**src/rtl/classificador_peso_n_if.sv**
```systemverilog
// Byte-stream input, classified-result output and status of the weight classifier.
// master drives bytes and out_ready; slave is the classifier.
interface classificador_peso_n_if #(
  parameter int DIGITS = 4,
  parameter int BIN_W  = 2
);
  logic                  in_valid;
  logic [7:0]            in_byte;
  logic                  out_ready;
  logic                  out_valid;
  logic [BIN_W-1:0]      out_bin;
  logic [4*DIGITS-1:0]   out_peso;
  logic                  cfg_ok;
  logic                  erro;
  logic [1:0]            erro_cod;
  logic [2:0]            db_estado;

  modport master (
    output in_valid, in_byte, out_ready,
    input  out_valid, out_bin, out_peso, cfg_ok, erro, erro_cod, db_estado
  );

  modport slave (
    input  in_valid, in_byte, out_ready,
    output out_valid, out_bin, out_peso, cfg_ok, erro, erro_cod, db_estado
  );
endinterface

```
**src/rtl/classificador_peso_n.sv**
```systemverilog
// ASCII frame parser and BCD weight binner; result/cfg_ok/erro update on the '#' edge.
// Parser never stalls; a result arriving while the holding register is full is dropped with erro.
module classificador_peso_n #(
  parameter int DIGITS = 4,
  parameter int BINS   = 4,
  parameter int BIN_W  = 2
) (
  input logic clock,
  input logic reset,
  classificador_peso_n_if.slave bus
);

  localparam int W  = 4 * DIGITS;
  localparam int DW = $clog2(DIGITS + 1);
  localparam int FW = $clog2(BINS);
  localparam logic [DW-1:0] DIG_LAST = DW'(DIGITS - 1);
  localparam logic [FW-1:0] FLD_LAST = FW'(BINS - 2);

  localparam logic [2:0] OCIOSO  = 3'd0;
  localparam logic [2:0] CFG_DIG = 3'd1;
  localparam logic [2:0] CFG_FIM = 3'd2;
  localparam logic [2:0] MED_DIG = 3'd3;
  localparam logic [2:0] MED_FIM = 3'd4;

  logic [2:0]        estado;
  logic [DW-1:0]     dig_cnt;
  logic [FW-1:0]     fld_cnt;
  logic [W-1:0]      sombra [BINS-1];
  logic [W-1:0]      limiar [BINS-1];
  logic [W-1:0]      peso;
  logic              ord_falha;
  logic              out_valid;
  logic [BIN_W-1:0]  out_bin;
  logic [W-1:0]      out_peso;
  logic              cfg_ok;
  logic              erro;
  logic [1:0]        erro_cod;

  logic              is_dig;
  logic [3:0]        nib;
  logic [FW-1:0]     fld_ant;
  logic [W-1:0]      campo_novo;
  logic [BIN_W-1:0]  bin_calc;
  logic              consome;

  assign is_dig     = (bus.in_byte >= 8'h30) && (bus.in_byte <= 8'h39);
  assign nib        = bus.in_byte[3:0];
  assign fld_ant    = fld_cnt - FW'(1);
  assign campo_novo = W'({sombra[fld_cnt], nib});
  assign consome    = out_valid && bus.out_ready;

  // BCD words of equal length order the same as their decimal values.
  always_comb begin
    bin_calc = '0;
    for (int i = 0; i < BINS - 1; i++) begin
      if (peso >= limiar[i]) bin_calc = bin_calc + BIN_W'(1);
    end
  end

  always_ff @(posedge clock or negedge reset) begin
    if (!reset) begin
      estado    <= OCIOSO;
      dig_cnt   <= '0;
      fld_cnt   <= '0;
      peso      <= '0;
      ord_falha <= 1'b0;
      out_valid <= 1'b0;
      out_bin   <= '0;
      out_peso  <= '0;
      cfg_ok    <= 1'b0;
      erro      <= 1'b0;
      erro_cod  <= 2'd0;
      for (int i = 0; i < BINS - 1; i++) begin
        sombra[i] <= '0;
        limiar[i] <= '0;
      end
    end else begin
      erro     <= 1'b0;
      erro_cod <= 2'd0;
      if (consome) out_valid <= 1'b0;

      if (bus.in_valid) begin
        case (estado)
          OCIOSO: begin
            if (bus.in_byte == 8'h4C) begin
              estado    <= CFG_DIG;
              dig_cnt   <= '0;
              fld_cnt   <= '0;
              ord_falha <= 1'b0;
            end else if (bus.in_byte == 8'h50) begin
              estado  <= MED_DIG;
              dig_cnt <= '0;
            end
          end
          CFG_DIG: begin
            if (is_dig) begin
              sombra[fld_cnt] <= campo_novo;
              if (dig_cnt == DIG_LAST) begin
                dig_cnt <= '0;
                if ((fld_cnt != '0) && (campo_novo < sombra[fld_ant])) ord_falha <= 1'b1;
                if (fld_cnt == FLD_LAST) begin
                  estado  <= CFG_FIM;
                  fld_cnt <= '0;
                end else begin
                  fld_cnt <= fld_cnt + FW'(1);
                end
              end else begin
                dig_cnt <= dig_cnt + DW'(1);
              end
            end else begin
              erro     <= 1'b1;
              erro_cod <= 2'd1;
              estado   <= OCIOSO;
            end
          end
          CFG_FIM: begin
            estado <= OCIOSO;
            if (bus.in_byte != 8'h23) begin
              erro     <= 1'b1;
              erro_cod <= 2'd1;
            end else if (ord_falha) begin
              erro     <= 1'b1;
              erro_cod <= 2'd2;
            end else begin
              limiar <= sombra;
              cfg_ok <= 1'b1;
            end
          end
          MED_DIG: begin
            if (is_dig) begin
              peso <= W'({peso, nib});
              if (dig_cnt == DIG_LAST) begin
                dig_cnt <= '0;
                estado  <= MED_FIM;
              end else begin
                dig_cnt <= dig_cnt + DW'(1);
              end
            end else begin
              erro     <= 1'b1;
              erro_cod <= 2'd1;
              estado   <= OCIOSO;
            end
          end
          MED_FIM: begin
            estado <= OCIOSO;
            if (bus.in_byte != 8'h23) begin
              erro     <= 1'b1;
              erro_cod <= 2'd1;
            end else if (!cfg_ok) begin
              erro     <= 1'b1;
              erro_cod <= 2'd2;
            end else if (!out_valid || consome) begin
              out_valid <= 1'b1;
              out_bin   <= bin_calc;
              out_peso  <= peso;
            end else begin
              erro     <= 1'b1;
              erro_cod <= 2'd3;
            end
          end
          default: estado <= OCIOSO;
        endcase
      end
    end
  end

  assign bus.out_valid = out_valid;
  assign bus.out_bin   = out_bin;
  assign bus.out_peso  = out_peso;
  assign bus.cfg_ok    = cfg_ok;
  assign bus.erro      = erro;
  assign bus.erro_cod  = erro_cod;
  assign bus.db_estado = estado;

endmodule

```
**src/flat_wrapper.sv**
```systemverilog
// flat-port wrapper written by rule: the top's interface ports become plain ports
module classificador_peso_n_flat 
#(
  parameter int DIGITS = 4,
  parameter int BINS   = 4,
  parameter int BIN_W  = 2
)
  (clock, reset, bus_in_valid, bus_in_byte, bus_out_ready, bus_out_valid, bus_out_bin, bus_out_peso, bus_cfg_ok, bus_erro, bus_erro_cod, bus_db_estado);
  classificador_peso_n_if #(.DIGITS(DIGITS), .BIN_W(BIN_W)) bus_i ();
  input logic clock;
  input logic reset;
  input wire logic [$bits(bus_i.in_valid)-1:0] bus_in_valid;
  input wire logic [$bits(bus_i.in_byte)-1:0] bus_in_byte;
  input wire logic [$bits(bus_i.out_ready)-1:0] bus_out_ready;
  output wire logic [$bits(bus_i.out_valid)-1:0] bus_out_valid;
  output wire logic [$bits(bus_i.out_bin)-1:0] bus_out_bin;
  output wire logic [$bits(bus_i.out_peso)-1:0] bus_out_peso;
  output wire logic [$bits(bus_i.cfg_ok)-1:0] bus_cfg_ok;
  output wire logic [$bits(bus_i.erro)-1:0] bus_erro;
  output wire logic [$bits(bus_i.erro_cod)-1:0] bus_erro_cod;
  output wire logic [$bits(bus_i.db_estado)-1:0] bus_db_estado;
  assign bus_i.in_valid = bus_in_valid;
  assign bus_i.in_byte = bus_in_byte;
  assign bus_i.out_ready = bus_out_ready;
  assign bus_out_valid = bus_i.out_valid;
  assign bus_out_bin = bus_i.out_bin;
  assign bus_out_peso = bus_i.out_peso;
  assign bus_cfg_ok = bus_i.cfg_ok;
  assign bus_erro = bus_i.erro;
  assign bus_erro_cod = bus_i.erro_cod;
  assign bus_db_estado = bus_i.db_estado;
  classificador_peso_n #(.DIGITS(DIGITS), .BINS(BINS), .BIN_W(BIN_W)) u_core (.clock(clock), .reset(reset), .bus(bus_i));
endmodule
```
**config.mk**
```make
export PLATFORM = sky130hd
export DESIGN_NAME = classificador_peso_n_flat
export DESIGN_NICKNAME = d
export VERILOG_FILES = /design/src/rtl/classificador_peso_n_if.sv /design/src/rtl/classificador_peso_n.sv /design/src/flat_wrapper.sv
export SDC_FILE = /design/constraint.sdc
export NUM_CORES = 1
export LEC_CHECK = 0
export CORE_AREA = 5 5 169 171
export DETAILED_ROUTE_END_ITERATION = 6
export DIE_AREA = 0 0 174 176
export GPL_ROUTABILITY_DRIVEN = 0
export PLACE_DENSITY_LB_ADDON = 0.1
export SETUP_SLACK_MARGIN = 0.02
export SLEW_MARGIN = 20
export SYNTH_ARGS = -nofsm -noshare
export SYNTH_HDL_FRONTEND = slang
export SYNTH_SLANG_ARGS = --single-unit
export TNS_END_PERCENT = 5
```
**constraint.sdc**
```tcl
create_clock -name clock -period 3.47 [get_ports clock]
set_input_delay 0.694 -clock clock [delete_from_list [all_inputs] [get_ports clock]]
set_output_delay 0.694 -clock clock [all_outputs]
set_load 0.05 [all_outputs]
```
==> results of run 1 <==
## metrics by stage
| stage | total power [mW] | cell area [µm²] |
|---|---|---|
| after floorplan | 2.592 | 7888 |
| after global placement | 2.957 | 8698 |
| after detailed placement | 2.969 | 8698 |
| after CTS | 4.876 | 9295 |
| after global routing | 5.065 | 9295 |
| final | 4.812 | 9295 |
## cells by family after synthesis
| family | Yosys count | share of synthesized area (%) |
|---|---|---|
| mux | 121 | 16.81 |
| buf+inv | 96 | 5.203 |
| simple gates | 160 | 10.23 |
| xor+xnor | 2 | 0.2221 |
| flops | 144 | 45.69 |
| compound gates | 146 | 10.90 |
| fa+ha+maj | 69 | 10.95 |
## placed cells by master, fill, tap and decap left out, types with 22 or more instances in the layout
master and n:
nand2_1 55, dfrtp_1 144, mux2i_1 29, clkdlybuf4s50_1 36, inv_1 67, buf_4 22, ha_1 69, mux2_2 91
nor2_1 43, o21ai_0 63, a21oi_1 34
## flip-flops by register name (all words and copies together), names as in the netlist, 2 cells and up
signal,cells
u_core.bus.db_estado,3
u_core.bus.erro_cod,2
u_core.bus.out_bin,2
u_core.bus.out_peso,16
u_core.dig_cnt,3
u_core.fld_cnt,2
u_core.limiar,48
u_core.peso,16
u_core.sombra,48
## worst max-delay path: cells and delay by family (launching register included)
kind	cells	cell delay, ps
AO/OA/AOI/OAI	6	1270
adder cells (fa/ha/maj)	2	620
flip-flops	1	360
multiplexers	1	270
XOR/XNOR	1	160
buffers and inverters	1	90
AND/OR/NAND/NOR	1	90
## worst paths after layout
path	startpoint	endpoint	slack (ps)	depth (start not counted)
max in group asynchronous	reset	u_core.bus.db_estado[2]	2360	2
setup reg to reg	u_core.peso[0]	u_core.bus.out_bin[0]	470	12
min in group clock	u_core.dig_cnt[2]	u_core.dig_cnt[2]	490	1
hold reg to reg	u_core.dig_cnt[2]	u_core.dig_cnt[2]	490	1
hold / removal	reset	u_core.bus.out_peso[12]	300	1
setup / recovery	u_core.peso[0]	u_core.bus.out_bin[0]	470	12
## synth_stat cells (2+ instances only)
master | instances | area (µm²)
dfrtp_1 | 144 | 3603
mux2_2 | 91 | 1025
ha_1 | 69 | 863.3
inv_1 | 67 | 251.5
o21ai_0 | 63 | 315.3
nand2_1 | 56 | 210.2
nor2_1 | 43 | 161.4
a21oi_1 | 34 | 170.2
mux2i_1 | 29 | 290.3
a21o_1 | 11 | 82.58
a31oi_1 | 11 | 68.82
nand2b_1 | 11 | 68.82
buf_2 | 10 | 50.05
clkbuf_1 | 9 | 33.78
nand3_1 | 9 | 45.04
nand4_1 | 9 | 56.30
nor2b_1 | 6 | 37.54
nor3_1 | 6 | 30.03
a211oi_1 | 5 | 37.54
o21a_1 | 5 | 37.54
buf_4 | 4 | 30.03
nand2_2 | 4 | 25.02
a2111oi_0 | 3 | 26.28
a211o_1 | 3 | 26.28
buf_6 | 3 | 33.78
o21bai_1 | 3 | 22.52
buf_1 | 2 | 7.510
nand3b_1 | 2 | 15.01
nor2_4 | 2 | 22.52
## routing by layer
| metal | share of wire, % | routed length, µm | track usage, % |
|---|---|---|---|
| met5 | 0 | 0 | 0 |
| met4 | 1.5 | 308 | 3.563 |
| met3 | 2.6 | 515 | 2.441 |
| met2 | 49 | 9771 | 23.10 |
| met1 | 47 | 9457 | 17.97 |
## power groups by stage
stage / sequential (mW) / combinational (mW) / clock [mW]
6_report: 1.84 / 1.10 / 1.87
5_1_grt: 1.86 / 1.22 / 1.99
4_1_cts: 1.84 / 1.10 / 1.93
3_5_place_dp: 1.87 / 1.10 / 0
3_3_place_gp: 1.87 / 1.09 / 0
2_1_floorplan: 1.90 / 0.697 / 0
## final cells by class
type	instances	area, µm²	share of cell area [%]
Clock buffer	17	425.4	4.577
Clock inverter	15	171.4	1.844
Inverter	68	255.2	2.746
Multi-Input combinational cell	498	3876	41.70
Sequential cell	144	3603	38.77
Tap cell	341	426.7	4.590
Timing Repair Buffer	59	536.8	5.775
==> flow_summary.ini, run 1 <==
[run_status]
status = completed

[yosys]
seq_area_frac_synth_pct = 45.69
yosysWarnings = 0
synthCells = 738
ys_seq_elements = 144
synthesis.nets = 819
synthFlopType = dfrtp_1
synth_edf_count = 0
syn_avg_cell_area_um2 = 10.69
synth_area_um2 = 7888
synthArstFlopShare_pct = 100.0
synth_cell_types = 53

[clock_network]
htree_levels = 4
cts_hold_buf = 0
post_cts_buffers = 0
path_clk_slew_ps = 70
cts_resized = 0
cts_num_sinks = 144
cts_tree = built
worstSkewPairLatency_ps = 430
clockRootBuffer = clkbuf_16
numCtsBuffers = 17
clock_path_buffers = 2

[power_and_ir_drop]
seqPwrFrac_pct = 38.3
vdd_drop_max_mv = 0.2941
p_per_area_nw_per_um2 = 517.7
sw_frac_of_total_pct = 32.77
comb_power_share_pct = 22.8
clkPwrFrac_pct = 38.9
p_int_mw = 3.235
p_leak_nw = 4.351
p_sw_mw = 1.577

[worst_setup_path]
timing_worst_setup_path_type = register to register
end_kind = register
slowest_delay_ps = 550
crit_path_cell_trace = inv_1 -> ha_1 -> nand2b_1 -> a21o_1 -> a21oi_1 -> o21ai_0 -> a21oi_1 -> a2111oi_0 -> o21ai_0 -> ha_1 -> xor2_1 -> mux2_2
cp_slowest_cell = a2111oi_0
cp.arrival_ps = 3290
required_ps = 3770
timing.critical_path.fanout_max = 4
crit_path_start_kind = register

[layout]
fin_nets = 869
fin_util_pct = 34.78
fin_cells = 1142
area_growth_pct = 17.85
drive_gt1_share_pct = 20.47
fill_cells = 2715
num_antenna_cells = 0

[die]
num_io_pins = 38
start_util_pct = 29.51
fp-row-count = 60
die_y_um = 176
die_w_um = 174
dieArea_um2 = 30620
coreArea_um2 = 26730

[sta]
tightest_slew_ps = 716.0
setup_tns_ps = 0
finClkSkew_ps = 18.51
slew_viol_final = 0
setup-violations-final = 0
setup_slack_ps = 471.2
hold_ws_ps = 296.7
maxClockFrequency_ghz = 0.3335
fin_crit_ps = 2999
relSlewSlack_pct = 52.26
fin_crit_sh_pct = 86.42
rsz0062_at_grt = no
hold_viol = 0

[routing]
drc = 0
drtIter0Drc = 268
ant_nets = 0
routed_wl_um = 20050
vias_per_cell = 4.842
vias = 5529
wl_per_cell_um = 17.56
drtPass1Iterations = 4

[global_route]
grtUsageTotal_pct = 13.58
grt_max_degree = 75
grt_antenna_before_repair = 0
grt_pass1_vias = 5918
grt_pass1_wl_um = 33000
globalRouteOverflowTotal = 0

[placed_design]
io_buffers = 37
detailed_place_hpwl_um = 15030
place_ws_ps = 337.8
placed_cells = 1110

[hold_path]
hold_class = input port to async pin

[run]
cap_viol_max_count = 0
Power figures use the tool's default switching activity.
==> run 2: changes to the inputs <==
- RECOVER_POWER: not set -> 100
==> run 2 against run 1 <==
The run now ends with capacitance limit, slew limit left. Register-to-register slack is essentially flat. Design area shrank 1.2%. First-iteration DRC count shrank 0.75%. Largest power group unchanged.
==> flow_summary.ini, run 2 (synthesis results as in run 1) <==
[die]
fp-row-count = 60
num_io_pins = 38
dieArea_um2 = 30620
die_w_um = 174
start_util_pct = 29.51
coreArea_um2 = 26730
die_y_um = 176

[clock_network]
numCtsBuffers = 17
path_clk_slew_ps = 70
cts_tree = built
post_cts_buffers = 0
clock_path_buffers = 2
cts_hold_buf = 0
worstSkewPairLatency_ps = 420
cts_num_sinks = 144
htree_levels = 4
clockRootBuffer = clkbuf_16
cts_resized = 0

[layout]
fin_nets = 869
final_cell_mix = dfrtp_1 (144), mux2_2 (91), ha_1 (69)
fin_cells = 1142
final_common_cell = dfrtp_1
drive_gt1_share_pct = 17.60
area_growth_pct = 16.48
top_regs = u_core.limiar (48), u_core.sombra (48)
num_antenna_cells = 0

[hold_path]
worstHoldStart = u_core.dig_cnt[2]
hold_depth = 1
hold_class = register to register
worst_hold_path.endpoint = u_core.dig_cnt[2]

[placed_design]
io_buffers = 37
detailed_place_hpwl_um = 15030
placed_cells = 1110

[sta]
rsz0062_at_grt = no
relSlewSlack_pct = -29.70
fin_crit_sh_pct = 91.14
setup-violations-final = 0
setup_tns_ps = 0
maxClockFrequency_ghz = 0.3162
hold_viol = 0
fin_crit_ps = 3163
slew_viol_final = 75
tightest_slew_ps = 1945
finClkSkew_ps = 18.05

[worst_setup_path]
path_buf_inv = 1
crit_path_start_kind = input port
end_kind = register
reg2reg_setup_slack_ps = 470
critPathTopFamily = simple AND/OR/NAND/NOR gates
required_ps = 3770
slowest_delay_ps = 690
rr_startpoint = u_core.peso[0]
cp.arrival_ps = 3460
r2r_cells = 12
r2r_end = u_core.bus.out_bin[0]
timing.critical_path.fanout_max = 28
path_common_cell = nand2_1
crit_path_cell_trace = dlygate4sd3_1 -> o21ai_0 -> and3_2 -> nand2_1 -> nor2_1 -> nand2_1 -> mux2_2
cp_slowest_cell = dlygate4sd3_1
timing_worst_setup_path_type = input port to register

[routing]
drc = 0
vias = 5567
ant_nets = 0
top_layer = met4
wl_met3_um = 555
drtIter0Drc = 266
drtPass1Iterations = 4
routed_wl_um = 20100
drt-met1-wl_um = 9443
wl_per_cell_um = 17.60
vias_per_cell = 4.875
route.met2.wl_um = 9798

[power_and_ir_drop]
seqPwrFrac_pct = 38.6
p_total_mw = 4.776
comb_power_share_pct = 22.3
p_per_area_nw_per_um2 = 519.8
p_int_mw = 3.218
p_leak_nw = 4.375
vdd_drop_max_mv = 0.2836
clkPwrFrac_pct = 39.2
sw_frac_of_total_pct = 32.62
p_sw_mw = 1.558

[run_status]
status = finished, violations left
violations = capacitance limit, slew limit

[global_route]
grt_antenna_before_repair = 0
globalRouteOverflowTotal = 0
grtUsageTotal_pct = 13.58
grt_max_degree = 75
grt_pass1_wl_um = 33000
grt_pass1_vias = 5918

[run]
cap_viol_max_count = 1
[run 2: cell count changes in the layout (fill, tap and decap cells not counted), sizes merged]
cell,before,now
buf,23,9
dlygate4sd3,0,30
clkbuf,17,31
clkdlybuf4s50,36,6
[run 2: how the worst max path moves through the flow]
stage                      start               endpoint  cells after the start
4_1_cts           u_core.peso[0]  u_core.bus.out_bin[0]                     12
5_1_grt           bus_in_byte[2]      u_core.sombra[32]                      7
3_3_place_gp      bus_in_byte[2]      u_core.sombra[33]                      7
3_5_place_dp      bus_in_byte[2]      u_core.sombra[32]                      7
2_1_floorplan  u_core.fld_cnt[1]       u_core.ord_falha                     15
6_report          bus_in_byte[2]       u_core.sombra[1]                      7
[run 2: power groups by stage]
| stage | clock (mW) | sequential (mW) | combinational, mW |
|---|---|---|---|
| after floorplan | 0 | 1.90 | 0.697 |
| after global placement | 0 | 1.87 | 1.09 |
| after detailed placement | 0 | 1.87 | 1.10 |
| after CTS | 1.93 | 1.84 | 1.10 |
| after global routing | 1.99 | 1.86 | 1.19 |
| final | 1.87 | 1.84 | 1.06 |
[run 2: cell type report]
type | instances | area (µm²)
Tap cell | 341 | 426.7
Fill cell | 2737 | 17540
Timing Repair Buffer | 59 | 483.0
Clock buffer | 17 | 425.4
Multi-Input combinational cell | 498 | 3822
Inverter | 68 | 255.2
Sequential cell | 144 | 3603
Clock inverter | 15 | 171.4
[run 2: stage by stage]
stage                     setup slack (ps)  cell area (µm²)  utilization, %  hold WS [ps]
after global routing                 122.3             9188           34.38         511.6
final                                307.5             9188           34.38         491.8
after floorplan                      30.33             7888               -         398.4
after CTS                            485.3             9295           34.78         325.9
after global placement               379.0             8698           32.55         466.5
after detailed placement             337.8             8698           32.55         466.5
[run 2: routing by layer]
metal | vias to the layer above | GRT usage, %
li1 | 2692 | -
met1 | 2760 | 17.97
met2 | 94 | 23.10
met3 | 21 | 2.441
met4 | 0 | 3.563
met5 | - | 0
[run 2: worst reg2reg max path, cell delays in order, from the launching register on]
cell       delay [ps]
dfrtp_1           360
inv_1              90
ha_1              280
nand2b_1           90
a21o_1            110
a21oi_1            60
o21ai_0           200
a21oi_1           160
a2111oi_0         560
o21ai_0           190
ha_1              340
xor2_1            160
mux2_2            270
